File: src/rtl/ud_sweep_ctrl_pkg.sv
// Shared definitions for the up/down sweep controller.
//   state_e  : FSM state encoding (ST_IDLE/ST_UP/ST_DOWN/ST_DONE)
//   DIR_UP   : direction select for counting up (also the counter mux select)
//   DIR_DOWN : direction select for counting down
package ud_sweep_ctrl_pkg;

    typedef enum logic [1:0] {
        ST_IDLE = 2'd0,
        ST_UP   = 2'd1,
        ST_DOWN = 2'd2,
        ST_DONE = 2'd3
    } state_e;

    localparam logic DIR_UP   = 1'b0;
    localparam logic DIR_DOWN = 1'b1;

endpackage

File: src/rtl/ud_sweep_ctrl_if.sv
// Control/status bundle between a control master and the sweep controller.
//   start, abort       : run request / immediate stop (master -> controller)
//   lo, hi, n_sweeps   : sweep bounds and sweep count, sampled with start
//   cnt, up_down       : counter value and direction select (controller -> master)
//   busy, done, cfg_err: run status, completion pulse, bad-config pulse
//   sweep_cnt          : completed sweeps in the current run
interface ud_sweep_ctrl_if
    import ud_sweep_ctrl_pkg::*;
#(
    parameter int WIDTH   = 8,
    parameter int SWEEP_W = 8
);
    logic               start;
    logic               abort;
    logic [WIDTH-1:0]   lo;
    logic [WIDTH-1:0]   hi;
    logic [SWEEP_W-1:0] n_sweeps;
    logic [WIDTH-1:0]   cnt;
    logic               up_down;
    logic               busy;
    logic               done;
    logic               cfg_err;
    logic [SWEEP_W-1:0] sweep_cnt;

    modport master (
        output start, abort, lo, hi, n_sweeps,
        input  cnt, up_down, busy, done, cfg_err, sweep_cnt
    );

    modport slave (
        input  start, abort, lo, hi, n_sweeps,
        output cnt, up_down, busy, done, cfg_err, sweep_cnt
    );

endinterface

File: src/rtl/ud_sweep_ctrl_counter_ld.sv
// Up/down counter with enable and synchronous load.
//   clk, rst : clock, asynchronous active-high reset (cnt -> 0)
//   en       : count one step in direction dir
//   load     : load load_val (takes priority over en)
//   load_val : value to load
//   dir      : DIR_UP counts up, DIR_DOWN counts down
//   cnt      : registered count
module ud_sweep_ctrl_counter_ld
    import ud_sweep_ctrl_pkg::*;
#(
    parameter int WIDTH = 8
) (
    input  logic             clk,
    input  logic             rst,
    input  logic             en,
    input  logic             load,
    input  logic [WIDTH-1:0] load_val,
    input  logic             dir,
    output logic [WIDTH-1:0] cnt
);

    always_ff @(posedge clk or posedge rst) begin
        if (rst) begin
            cnt <= '0;
        end else if (load) begin
            cnt <= load_val;
        end else if (en) begin
            cnt <= (dir == DIR_DOWN) ? cnt - WIDTH'(1) : cnt + WIDTH'(1);
        end
    end

endmodule

File: src/rtl/ud_sweep_ctrl.sv
// Triangle-sweep sequencer: drives the counter lo -> hi -> lo, n_sweeps times
// (0 = until abort), then pulses done. Holds the FSM, bound registers and the
// sweep counter; the counter itself lives in ud_sweep_ctrl_counter_ld.
//   clk, rst : clock, asynchronous active-high reset
//   bus      : slave side of ud_sweep_ctrl_if (start/abort/config in, status out)
module ud_sweep_ctrl
    import ud_sweep_ctrl_pkg::*;
#(
    parameter int WIDTH   = 8,
    parameter int SWEEP_W = 8
) (
    input  logic         clk,
    input  logic         rst,
    ud_sweep_ctrl_if.slave bus
);

    state_e             state_q;
    logic [WIDTH-1:0]   lo_q;
    logic [WIDTH-1:0]   hi_q;
    logic [SWEEP_W-1:0] n_q;
    logic [SWEEP_W-1:0] sweep_q;
    logic               up_down_q;
    logic               busy_q;
    logic               done_q;
    logic               cfg_err_q;

    logic [WIDTH-1:0]   cnt;
    logic               cnt_en;
    logic               cnt_load;
    logic [WIDTH-1:0]   cnt_load_val;
    logic               cnt_dir;

    logic               cfg_ok;
    logic               at_hi;
    logic               at_lo;
    logic [SWEEP_W-1:0] sweep_inc;
    logic               last_sweep;

    assign cfg_ok     = bus.lo < bus.hi;
    assign at_hi      = cnt == hi_q;
    assign at_lo      = cnt == lo_q;
    assign sweep_inc  = sweep_q + SWEEP_W'(1);
    // n_q == 0 means continuous; sweep_q then wraps freely.
    assign last_sweep = (n_q != '0) && (sweep_inc == n_q);

    // Counter controls. Abort leaves en/load low so cnt freezes.
    always_comb begin
        cnt_en       = 1'b0;
        cnt_load     = 1'b0;
        cnt_load_val = cnt;
        cnt_dir      = DIR_UP;
        case (state_q)
            ST_IDLE: begin
                if (bus.start && cfg_ok) begin
                    cnt_load     = 1'b1;
                    cnt_load_val = bus.lo;
                end
            end
            ST_UP: begin
                if (!bus.abort) begin
                    if (!at_hi) begin
                        cnt_en = 1'b1;
                    end else begin
                        // Turn around so hi is shown for exactly one cycle.
                        cnt_load     = 1'b1;
                        cnt_load_val = hi_q - WIDTH'(1);
                    end
                end
            end
            ST_DOWN: begin
                cnt_dir = DIR_DOWN;
                if (!bus.abort) begin
                    if (!at_lo) begin
                        cnt_en = 1'b1;
                    end else if (!last_sweep) begin
                        cnt_load     = 1'b1;
                        cnt_load_val = lo_q + WIDTH'(1);
                    end
                end
            end
            default: ;
        endcase
    end

    always_ff @(posedge clk or posedge rst) begin
        if (rst) begin
            state_q   <= ST_IDLE;
            lo_q      <= '0;
            hi_q      <= '0;
            n_q       <= '0;
            sweep_q   <= '0;
            up_down_q <= DIR_UP;
            busy_q    <= 1'b0;
            done_q    <= 1'b0;
            cfg_err_q <= 1'b0;
        end else begin
            done_q    <= 1'b0;
            cfg_err_q <= 1'b0;
            case (state_q)
                ST_IDLE: begin
                    // abort is deliberately not looked at here: start wins.
                    if (bus.start) begin
                        if (cfg_ok) begin
                            lo_q      <= bus.lo;
                            hi_q      <= bus.hi;
                            n_q       <= bus.n_sweeps;
                            sweep_q   <= '0;
                            state_q   <= ST_UP;
                            busy_q    <= 1'b1;
                            up_down_q <= DIR_UP;
                        end else begin
                            cfg_err_q <= 1'b1;
                        end
                    end
                end
                ST_UP: begin
                    if (bus.abort) begin
                        state_q   <= ST_IDLE;
                        busy_q    <= 1'b0;
                        up_down_q <= DIR_UP;
                    end else if (at_hi) begin
                        state_q   <= ST_DOWN;
                        up_down_q <= DIR_DOWN;
                    end
                end
                ST_DOWN: begin
                    if (bus.abort) begin
                        state_q   <= ST_IDLE;
                        busy_q    <= 1'b0;
                        up_down_q <= DIR_UP;
                    end else if (at_lo) begin
                        sweep_q   <= sweep_inc;
                        up_down_q <= DIR_UP;
                        if (last_sweep) begin
                            state_q <= ST_DONE;
                            busy_q  <= 1'b0;
                            done_q  <= 1'b1;
                        end else begin
                            state_q <= ST_UP;
                        end
                    end
                end
                ST_DONE: begin
                    state_q <= ST_IDLE;
                end
                default: begin
                    state_q <= ST_IDLE;
                end
            endcase
        end
    end

    ud_sweep_ctrl_counter_ld #(
        .WIDTH (WIDTH)
    ) u_counter (
        .clk      (clk),
        .rst      (rst),
        .en       (cnt_en),
        .load     (cnt_load),
        .load_val (cnt_load_val),
        .dir      (cnt_dir),
        .cnt      (cnt)
    );

    assign bus.cnt       = cnt;
    assign bus.up_down   = up_down_q;
    assign bus.busy      = busy_q;
    assign bus.done      = done_q;
    assign bus.cfg_err   = cfg_err_q;
    assign bus.sweep_cnt = sweep_q;

endmodule

File: src/flat_wrapper.sv
// flat-port wrapper written by rule: the top's interface ports become plain ports
module ud_sweep_ctrl_flat import ud_sweep_ctrl_pkg::*;
#(
    parameter int WIDTH   = 8,
    parameter int SWEEP_W = 8
)
  (clk, rst, bus_start, bus_abort, bus_lo, bus_hi, bus_n_sweeps, bus_cnt, bus_up_down, bus_busy, bus_done, bus_cfg_err, bus_sweep_cnt);
  ud_sweep_ctrl_if #(.WIDTH(WIDTH), .SWEEP_W(SWEEP_W)) bus_i ();
  input  logic clk;
  input  logic rst;
  input wire logic [$bits(bus_i.start)-1:0] bus_start;
  input wire logic [$bits(bus_i.abort)-1:0] bus_abort;
  input wire logic [$bits(bus_i.lo)-1:0] bus_lo;
  input wire logic [$bits(bus_i.hi)-1:0] bus_hi;
  input wire logic [$bits(bus_i.n_sweeps)-1:0] bus_n_sweeps;
  output wire logic [$bits(bus_i.cnt)-1:0] bus_cnt;
  output wire logic [$bits(bus_i.up_down)-1:0] bus_up_down;
  output wire logic [$bits(bus_i.busy)-1:0] bus_busy;
  output wire logic [$bits(bus_i.done)-1:0] bus_done;
  output wire logic [$bits(bus_i.cfg_err)-1:0] bus_cfg_err;
  output wire logic [$bits(bus_i.sweep_cnt)-1:0] bus_sweep_cnt;
  assign bus_i.start = bus_start;
  assign bus_i.abort = bus_abort;
  assign bus_i.lo = bus_lo;
  assign bus_i.hi = bus_hi;
  assign bus_i.n_sweeps = bus_n_sweeps;
  assign bus_cnt = bus_i.cnt;
  assign bus_up_down = bus_i.up_down;
  assign bus_busy = bus_i.busy;
  assign bus_done = bus_i.done;
  assign bus_cfg_err = bus_i.cfg_err;
  assign bus_sweep_cnt = bus_i.sweep_cnt;
  ud_sweep_ctrl #(.WIDTH(WIDTH), .SWEEP_W(SWEEP_W)) u_core (.clk(clk), .rst(rst), .bus(bus_i));
endmodule
File: config.mk
export PLATFORM = sky130hd
export DESIGN_NAME = ud_sweep_ctrl_flat
export DESIGN_NICKNAME = d
export VERILOG_FILES = /design/src/rtl/ud_sweep_ctrl_pkg.sv /design/src/rtl/ud_sweep_ctrl_if.sv /design/src/rtl/ud_sweep_ctrl_counter_ld.sv /design/src/rtl/ud_sweep_ctrl.sv /design/src/flat_wrapper.sv
export SDC_FILE = /design/constraint.sdc
export NUM_CORES = 1
export LEC_CHECK = 0
export CAP_MARGIN = 15
export CORE_UTILIZATION = 45
export DETAILED_ROUTE_END_ITERATION = 10
export PLACE_DENSITY = 0.7
export SKIP_LAST_GASP = 1
export SLEW_MARGIN = 10
export SYNTH_ARGS = -nofsm -noshare
export SYNTH_HDL_FRONTEND = slang
export SYNTH_SLANG_ARGS = --single-unit
File: constraint.sdc
create_clock -name clk -period 3 [get_ports clk]
set_clock_uncertainty 0.2 [all_clocks]
set_input_delay 0.9 -clock clk [delete_from_list [all_inputs] [get_ports clk]]
set_output_delay 0.9 -clock clk [all_outputs]
set_load 0.05 [all_outputs]
==> metrics.txt <==
CORE AREA 7292 µm²; top-count cell post-synth dfrtp_1; fill cell count 613; final-report hold violation count 0; Iter 0 DRT Violations 132; worst-margin pin slew 0.5714 ns; largest net degree at the start of global routing 19; Total Wirelength 9092 µm; share of the synthesized area in the top cell type 33.58%; Port Buffers 47; I/O pin count 48; area delta synth->final 36.72%; vias in the first global route 3155; gpl congestion 0.8769; share of layout cells above drive strength 1 33.93%; initial antenna violation count 0; met3 routed WL 345 µm; # DRC 0; met1 wire length 3847 µm; CTS tree built; die area 7972 µm²; Clk Latency, worst-skew pair 0.31 ns; post-route insts no fill 547; htree depth 2; Top Layer Used met4; maxcap violations 0; Final Max Tran Viols 0; Longest Clk Path Bufs 2; DPL Wire Length 6814 µm; relative slew slack 61.37%; Die H 89.29 µm; Avg WL per Cell 16.62 µm; critical path type in2reg; Fmax 323.7 MHz; synth warn 0; Hold WS 0.3193 ns; critical path arrival 3.08 ns; clk slew on worst S/H paths 0.09 ns; Top FF cell, synth dfrtp_1; DR vias/cell 5.634; Starting Density 47.01%; FF-to-FF setup slack 0.03 ns; violated checks negative setup slack; crit path time final 3.089 ns; RSZ-0062 raised after global routing yes; CP max FO 7; Root Buffer clkbuf_8; CP Data Required Time 2.99 ns; CP endpoint kind register; mux contribution to synthesized area 10.18%; Initial DRT Pass Iterations 4; area fraction in compound gates after synthesis 17.52%; dpl cells 533; global route overflow 0; Post-Synth Simple-Gate Area 15.40%; xor and xnor area share after synthesis 10.44%; top cells by area, synth dfrtp_1, ha_1, xor2_1, mux2_2, o21ai_0; row count 31; n_diodes 0; Post-synth EDFFs 0; layout net count 496; Seq cells post-synth 46; synthesized area 3428 µm²; first-pass GRT wire length 14930 µm; Yosys cell types 70; Die Wd 89.29 µm; Peak VDD IR 0.0006541 V; combinational family with the most area after synthesis compound AO/OA/AOI/OAI gates; clock sink total 46; clock buffer count from CTS 5; Final setup viols 7; cell taking the most area after synthesis dfrtp_1; Worst Hold Class reg2reg; leakage power total 2.034 nW; outcome finished, violations left; Total GRT Usage 24.54%; antenna viol nets, final 0; adder-cell share of the synthesized area 7.883%; worst setup margin -0.08882 ns; Mapped Avg Cell Area 9.767 µm²; Mapped Cells 351; Syn Nets 400; asr flop ratio synth 100.0%; PD cells 1006 nW/µm²; setup TNS -0.4234 ns; synth cell count leaders dfrtp_1, nand2_1, o21ai_0; met2 WL 4584 µm; post-synthesis sequential area ratio 33.58%; Vias 3082; Final Cycle Share 103.0%; startpoint class of the critical path input port
worst max-delay path, cell delays in order:
cell	delay [ns]
buf_8	0.10
ha_4	0.23
a211o_1	0.29
a31oi_4	0.19
o21ai_2	0.09
o41a_1	0.41
buf_4	0.16
o31ai_4	0.06
buf_6	0.18
buf_12	0.11
mux2i_1	0.07
mux2_4	0.28
sequential cells by signal, summed over array words and instances, names as in the netlist:
register,flops
u_core.n_q,8
u_core.bus.busy,1
u_core.hi_q,8
u_core.u_counter.cnt,8
u_core.bus.cfg_err,1
u_core.bus.up_down,1
u_core.bus.done,1
u_core.state_q,2
u_core.lo_q,8
u_core.bus.sweep_cnt,8
path summary, 6_finish.rpt:
path / to / from / cells after the start
worst max-delay path: u_core.u_counter.cnt[4] / bus_lo[2] / 12
min in group asynchronous: u_core.bus.cfg_err / rst / 2
max in group asynchronous: u_core.u_counter.cnt[4] / rst / 3
worst min register to register: u_core.bus.up_down / u_core.bus.up_down / 1
worst min-delay path: u_core.bus.up_down / u_core.bus.up_down / 1
worst max register to register: u_core.u_counter.cnt[7] / u_core.bus.sweep_cnt[0] / 10
what timing repair did:
item / in CTS / in global routing
gates resized for setup: 74 / 22
hold buffers: 0 / 0
pin swaps: 18 / 10
setup buffers: 4 / 2
endpoints found under the setup margin: 42 / 12
routing by layer:
metal / GRT usage [%] / up-vias
li1: - / 1452
met1: 30.03 / 1496
met2: 42.19 / 105
met3: 3.601 / 29
met4: 12.27 / 0
met5: 0 / -
area by class of cell:
| type | count | area (µm²) | area share [%] |
|---|---|---|---|
| repair buffers | 103 | 903.4 | 19.27 |
| flip-flops and latches | 46 | 1154 | 24.61 |
| clock inverters | 3 | 68.82 | 1.468 |
| well taps | 99 | 123.9 | 2.643 |
| multi-input cells | 273 | 2296 | 48.99 |
| clock buffers | 5 | 68.82 | 1.468 |
| inverters | 18 | 72.57 | 1.548 |
kinds of logic (layout without fill, tap and decap cells):
kind of cell,after synthesis,after routing
adders and majority gates,21,21
DFF,46,46
buffers and inverters,32,129
and+or+nand+nor,97,97
muxes,30,30
xor gates and xnor gates,40,40
AOI/OAI and AO/OA,85,85
stage by stage:
step           cell area (µm²)  power (W)  util [%]  setup WS [ns]
2_1_floorplan             3463   0.003076         -        -0.2285
3_3_place_gp              4342   0.003863     59.54        -0.9060
3_5_place_dp              4342   0.003956     59.54        -0.9536
4_1_cts                   4602   0.004586     63.11       -0.07523
5_1_grt                   4687   0.005047     64.28        -0.1861
6_report                  4687   0.004715     64.28       -0.08882
power breakdown:
| group | switching (W) | internal [W] |
|---|---|---|
| Clock | 0.000233 | 0.000334 |
| Combinational | 0.00150 | 0.00140 |
| Sequential | 0.000375 | 0.000868 |
placed cells by master (no fill, tap or decap), types with 3 or more instances in the layout:
| cell type | count |
|---|---|
| nor2_1 | 12 |
| buf_4 | 50 |
| buf_6 | 4 |
| mux2_4 | 5 |
| xor2_1 | 26 |
| ha_2 | 3 |
| nand2_1 | 34 |
| clkdlybuf4s50_1 | 33 |
| o21ai_0 | 23 |
| inv_2 | 6 |
| buf_2 | 7 |
| nor2b_1 | 3 |
| mux2i_1 | 5 |
| o41ai_1 | 3 |
| nor3_1 | 5 |
| ha_4 | 5 |
| nand3_1 | 10 |
| a22o_1 | 5 |
| nand2b_1 | 5 |
| o21ai_2 | 3 |
| a21oi_1 | 9 |
| xnor2_1 | 13 |
| a22oi_1 | 6 |
| clkbuf_8 | 5 |
| mux2_2 | 19 |
| nor4_1 | 4 |
| ha_1 | 12 |
| a31oi_1 | 3 |
| o21ai_1 | 3 |
| dfrtp_1 | 44 |
| inv_1 | 10 |
Power figures use the tool's default switching activity.
